==> src/rtl/ram_write_sequencer.sv <==
// Fixed-priority write sequencer for the 8-bit RAM: grants one requester, drives the
// source-mux selects and generates the RAM write enable/address for the programmed length.
module ram_write_sequencer #(
  parameter int ADDR_WIDTH = 16,
  parameter int LEN_WIDTH  = 16
) (
  input  logic                  Clk,
  input  logic                  RstN,
  input  logic                  ReqLayer,
  input  logic                  ReqFile,
  input  logic                  ReqDecomp,
  input  logic [ADDR_WIDTH-1:0] BaseAddr,
  input  logic [LEN_WIDTH-1:0]  Len,
  input  logic                  ValidIn,
  input  logic                  Abort,
  output logic                  GrantLayer,
  output logic                  GrantFile,
  output logic                  GrantDecomp,
  output logic                  Load,
  output logic                  Image,
  output logic                  Layer,
  output logic                  Ready,
  output logic                  RamWrite,
  output logic [ADDR_WIDTH-1:0] RamAddr,
  output logic                  Busy,
  output logic                  Done,
  output logic [1:0]            DbgState
);

  typedef enum logic [1:0] {
    IDLE = 2'd0,
    XFER = 2'd1,
    DONE = 2'd2
  } state_t;

  state_t                state_q, state_d;
  logic [2:0]            grant_q, grant_d;   // {layer, file, decomp}, one-hot or zero
  logic [ADDR_WIDTH-1:0] addr_q, addr_d;
  logic [LEN_WIDTH-1:0]  rem_q, rem_d;
  logic                  ready;
  logic                  wr;

  always_ff @(posedge Clk or negedge RstN) begin
    if (!RstN) begin
      state_q <= IDLE;
      grant_q <= 3'b000;
      addr_q  <= '0;
      rem_q   <= '0;
    end else begin
      state_q <= state_d;
      grant_q <= grant_d;
      addr_q  <= addr_d;
      rem_q   <= rem_d;
    end
  end

  // A beat transfers in any cycle where ValidIn and Ready are both high; the mux
  // delivers the byte to the RAM in that same cycle, so RamWrite is their AND.
  assign ready = (state_q == XFER);
  assign wr    = ready & ValidIn;

  always_comb begin
    state_d = state_q;
    grant_d = grant_q;
    addr_d  = addr_q;
    rem_d   = rem_q;
    unique case (state_q)
      IDLE: begin
        if (ReqLayer || ReqFile || ReqDecomp) begin
          if (ReqLayer)     grant_d = 3'b100;
          else if (ReqFile) grant_d = 3'b010;
          else              grant_d = 3'b001;
          addr_d  = BaseAddr;
          rem_d   = Len;
          state_d = (Len != '0) ? XFER : DONE;
        end
      end
      XFER: begin
        if (wr) begin
          addr_d = addr_q + 1'b1;
          rem_d  = rem_q - 1'b1;
          if (rem_q == LEN_WIDTH'(1)) state_d = DONE;
        end
        // Abort still lets a same-cycle beat land before finishing.
        if (Abort) state_d = DONE;
      end
      DONE: begin
        state_d = IDLE;
        grant_d = 3'b000;
      end
      default: begin
        state_d = IDLE;
        grant_d = 3'b000;
      end
    endcase
  end

  assign GrantLayer  = grant_q[2];
  assign GrantFile   = grant_q[1];
  assign GrantDecomp = grant_q[0];
  assign Layer       = grant_q[2];
  assign Load        = grant_q[1] | grant_q[0];
  assign Image       = grant_q[1];
  assign Ready       = ready;
  assign RamWrite    = wr;
  assign RamAddr     = addr_q;
  assign Busy        = (state_q != IDLE);
  assign Done        = (state_q == DONE);
  assign DbgState    = state_q;

endmodule
==> config.mk <==
export PLATFORM = sky130hd
export DESIGN_NAME = ram_write_sequencer
export DESIGN_NICKNAME = d
export VERILOG_FILES = /design/src/rtl/ram_write_sequencer.sv
export SDC_FILE = /design/constraint.sdc
export NUM_CORES = 1
export LEC_CHECK = 0
export BUFFER_PORTS_ARGS = -buffer_cell sky130_fd_sc_hd__buf_2
export CAP_MARGIN = 10
export CORE_ASPECT_RATIO = 0.9
export CORE_MARGIN = 2
export CORE_UTILIZATION = 40
export CTS_CLUSTER_DIAMETER = 40
export DETAILED_ROUTE_END_ITERATION = 7
export HOLD_SLACK_MARGIN = 0.15
export SETUP_SLACK_MARGIN = 0.05
export SLEW_MARGIN = 25
export SYNTH_ARGS = -nofsm -noshare
export SYNTH_HDL_FRONTEND = slang
export SYNTH_SLANG_ARGS = --single-unit
==> constraint.sdc <==
create_clock -name Clk -period 2.2 [get_ports Clk]
set_clock_uncertainty 0.2 [all_clocks]
set_input_delay 0.11 -clock Clk [delete_from_list [all_inputs] [get_ports Clk]]
set_output_delay 0.11 -clock Clk [all_outputs]
set_load 0.05 [all_outputs]
After elaboration in Yosys (flattened, before gate mapping)
Cells that the tools add are included.

Add/subtract/negate cells: 2. Order comparisons: 0. Bitwise gates (word level): 3. $mul: 0. Multiplexer cells: 16. Reductions and logical operators: 9. Equality and inequality tests: 7. Shift operators: 0. Divide/modulo/power cells: 0.

Operators with widths (count): $mux W16 (4); $pmux W16 S2 (2); $add A16 B1 Y16 const B (1); $eq A16 B1 Y1 const B (1); $reduce_bool A16 Y1 (1); $sub A16 B1 Y16 const B (1); $mux W2 (6); $mux W3 (2); $pmux W3 S2 (1); $reduce_and A3 Y1 (2); $ne A2 B2 Y1 const B (2); $pmux W2 S2 (1); $reduce_bool A2 Y1 (2); $ne A3 B2 Y1 const B (1); $ne A3 B3 Y1 const B (1); $eq A2 B1 Y1 const B (1); $eq A2 B2 Y1 const B (1); $logic_not A2 Y1 (1); $logic_or A1 B1 Y1 (2); $reduce_and A2 Y1 (1); $and A1 B1 Y1 (1); $not A1 Y1 (1); $or A1 B1 Y1 (1).

Output and inout port bits: 28. Input port bits: 39. Latch bits: 0. ROM bits: 0. Flip-flop bits (word level): 37. Memories: 0. Word-level logic and storage cells: 41. Memory bits (writable): 0.

Logic depth before layout (Yosys ltp)
Word-level depth: 5. Gate-level depth with buffers: 6.

Least setup slack after synthesis
No wires, ideal clock.

Kind: register -> output. From: register state_q[1] (netlist: DbgState[1]). To: output port RamWrite. Data arrival time: 2099 ps. Data required time: 1890 ps. Cell stages (with the launch flop): 5. Buffers on the path: 2. Slack: -209 ps. Path through: dfrtp_1 clkbuf_1 or3_1 clkbuf_1 nor2_1.

Cells in the longest elaborated chain, start to end: 2.

Ends and longest elaborated chain: start: declaration (line 36) `state_t state_q, state_d;`; start signal: assignment (line 50) `state_q <= state_d;`; $eq A2 B1 Y1 (line 59) `assign ready = (state_q == XFER);`; $and A1 B1 Y1 (line 60) `assign wr = ready & ValidIn;`; end: declaration (line 23) `output logic RamWrite,`.

No other way between the ends.

Final worst setup path
From: register rem_q[8]. To: register rem_q[12].

Cells in the longest elaborated chain, start to end: 3.

Ends and longest elaborated chain: start: declaration (line 39) `logic [LEN_WIDTH-1:0] rem_q, rem_d;`; start signal: assignment (line 53) `rem_q <= rem_d;`; $sub A16 B1 Y16 (line 81) `rem_d = rem_q - 1'b1;`; $mux W16 (line 79) `if (wr) begin`; $pmux W16 S2 (line 67) `unique case (state_q)`.

No other way between the ends. The select of a mux whose other input is x is not followed. A chain may end at the register's enable or synchronous reset.

==> summary.txt <==
Floorplan
  • Die Wd: 84.8 um
  • Initial core utilization: 41.5%
  • Site Rows: 26
  • Die ar.: 6500 um2
  • Core Region: 5660 um2
  • Ports: 67
  • Die height: 76.7 um

Setup path
  • Worst setup SP type: flip-flop
  • CP max stage cell: or4_4
  • R2R Path End: rem_q[12]
  • Max FO, Critical Path: 5
  • Critical Path RT: 2.22 ns
  • R2R cell count: 4
  • CP max stage delay: 0.55 ns
  • WP data arrival: 2.10 ns
  • Crit. End Element: flip-flop
  • Critical path type: reg2reg
  • Crit-path cells: or4_4 > or2_4 > or4_1 > nand4_1
  • Reg2reg start: rem_q[8]
  • Worst reg2reg setup slack: 0.12 ns

Layout
  • Post-route cell area: 3370 um2
  • P&R area growth vs syn: 43.3%
  • Final Util: 59.5%
  • Layout cells sized above 1: 26.6%
  • Fill count: 542
  • Final net count: 436
  • N_diodes: 0

CTS
  • Clock Path Buffers: 2
  • CTS tree: yes
  • Cts bufs inserted: 5
  • H-tree Lvls: 2
  • Clock sinks: 37
  • CTS root buf: clkbuf_8
  • Reg clk slew, reported paths: 0.08 ns
  • Skew-Pair Late Insertion Delay: 0.28 ns

Power
  • Internal Power: 2.45 mW
  • Final Power: 5.38 mW
  • Switching share of power: 54.3%
  • Clock network power share: 9.1%
  • Combinational power share: 63.5%
  • Reg power frac: 27.4%
  • Sw power: 2.92 mW
  • Power Dens Cells: 1600 nW/um2
  • P_leak: 1.44 nW
  • Worst VDD drop: 1.03 mV

Synth
  • Post-Synthesis Cells: 283
  • Netlist Area Pre-Place: 2350 um2
  • Synth Register Bits: 37
  • Avg Inst Size Synth: 8.30 um2
  • Commonest cells in the netlist: dfrtp_1 (37), a21oi_1 (29), nor2_1 (25)
  • Ys Warns: 0
  • Syn_nets: 325
  • Count leader, synth: dfrtp_1
  • Synth unique cells: 50
  • Sequential-to-total area share from yosys stat: 39.4%
  • Primary FF master, synth: dfrtp_1
  • Cell taking the most area after synthesis: dfrtp_1
  • Largest cells by area after synthesis: dfrtp_1 (39%), a21oi_1 (6.2%), nor2_1 (4.0%), o21ai_0 (3.8%), nand2_1 (3.5%)
  • Post-synth top area share: 39.4%
  • Post-synth EDFFs: 0
  • Fraction of registers with async set/reset: 100%

STA
  • RSZ-0062 raised after global routing: false
  • Setup TNS: 0 ns
  • Hold slack: 0.162 ns
  • Slew @ Worst Pin: 0.785 ns
  • Fin. max-slew vios: 0
  • Fmax: 481 MHz
  • Hold Vio Cnt, Final: 0
  • Period minus WS final: 2.08 ns
  • Setup violators final: 0
  • Relative slew slack: 47.5%
  • Period Utilization, post-route: 94.5%

Routing
  • Final ANT Viol Nets: 0
  • Total Wirelength: 7190 um
  • Initial DRC count: 203
  • Vias/cell: 5.66
  • # DRC: 0
  • Vias: 2627
  • Wire length per cell: 15.5 um
  • TritonRoute pass-1 iters: 4

GRT
  • Global-route wire length before repair: 12300 um
  • Largest net degree at the start of global routing: 31
  • Vias in the first global route: 2560
  • Initial antenna violation count: 0
  • GRT Total Usage: 23.3%
  • GRT overflow: 0

Hold path
  • Hold crit path type: in2async

Outcome
  • Outcome: complete, no violations

Placed design
  • IO Port Bufs: 66
  • Placed wire-length estimate: 4800 um
  • GPL Wtd Cong: 0.841
  • Placed inst area: 2810 um2

Flow run
  • # Max-Cap Violations: 0
[layout make-up]
type                            count  area (um2)  area share, %
Clock buffer                        7        86.3           2.57
Inverter                            6        22.5          0.669
Multi-Input combinational cell    221        1360           40.4
Sequential cell                    37         928           27.6
Tap cell                           70        87.6           2.60
Timing Repair Buffer              123         881           26.2
[power by group through the flow]
stage          Sequential [mW]  Combinational (mW)  Clock (mW)
3_3_place_gp              1.46                3.22           0
6_report                  1.47                3.42       0.490
2_1_floorplan             2.01                1.83           0
3_5_place_dp              1.47                3.23           0
5_1_grt                   1.55                3.72       0.527
4_1_cts                   1.46                3.34       0.508
[sequential cells by signal, indices dropped and copies added (netlist names)]
register	cells
RamAddr	16
rem_q	16
grant_q	3
DbgState	2
[placed cells by master, fill, tap and decap left out, types with 6 or more instances in the layout]
master / Yosys / routed
buf_2: 0 / 65
o21ai_0: 18 / 18
nand2_1: 22 / 22
nor2_1: 25 / 24
a21oi_1: 29 / 29
buf_4: 2 / 15
nand3_1: 15 / 15
dfrtp_1: 37 / 35
nand4_1: 6 / 6
clkbuf_8: 0 / 6
dlygate4sd3_1: 0 / 40
o22ai_1: 10 / 10
nor4_1: 10 / 9
[per-stage QoR]
stage | worst slack (ns) | instances
floorplan | 0.0684 | 283
global placement | 0.142 | 413
detailed placement | 0.123 | 413
CTS | 0.0599 | 461
global route | 0.0580 | 464
finish | 0.121 | 464
[logic make-up after synthesis]
family	count (synthesis)	synth area share, %
simple gates	117	26.6
compound gates	100	27.6
flops	37	39.4
buf+inv	25	4.32
fa+ha+maj	3	1.60
mux	1	0.426
[how the worst max path moves through the flow]
stage	cells after the start	endpoint	startpoint
3_3_place_gp	4	rem_q[14]	rem_q[9]
6_report	4	rem_q[12]	rem_q[8]
5_1_grt	4	rem_q[12]	rem_q[8]
3_5_place_dp	4	rem_q[14]	rem_q[9]
4_1_cts	6	RamWrite	DbgState[0]
2_1_floorplan	4	rem_q[14]	DbgState[0]
[worst max-delay path, delay by kind of cell (launching register included)]
family | cells | cell delay (ns)
and+or+nand+nor | 4 | 1.39
DFF | 1 | 0.42
[timing repair]
action / 4_1_cts / 5_1_grt
hold buffers: 40 / 0
pin swaps: 1 / 4
resized for setup: 2 / 8
setup endpoints to repair: 1 / 3
setup buffers: 1 / 3
hold endpoints to repair: 74 / 0
[metal layers]
metal / GRT usage [%] / share of wire, % / vias up
li1: - / - / 1308
met4: 6.67 / 0.82 / 0
met1: 34.4 / 48 / 1212
met5: 0 / 0 / -
met2: 35.3 / 45 / 101
met3: 3.77 / 7.0 / 6
Power figures use the tool's default switching activity.
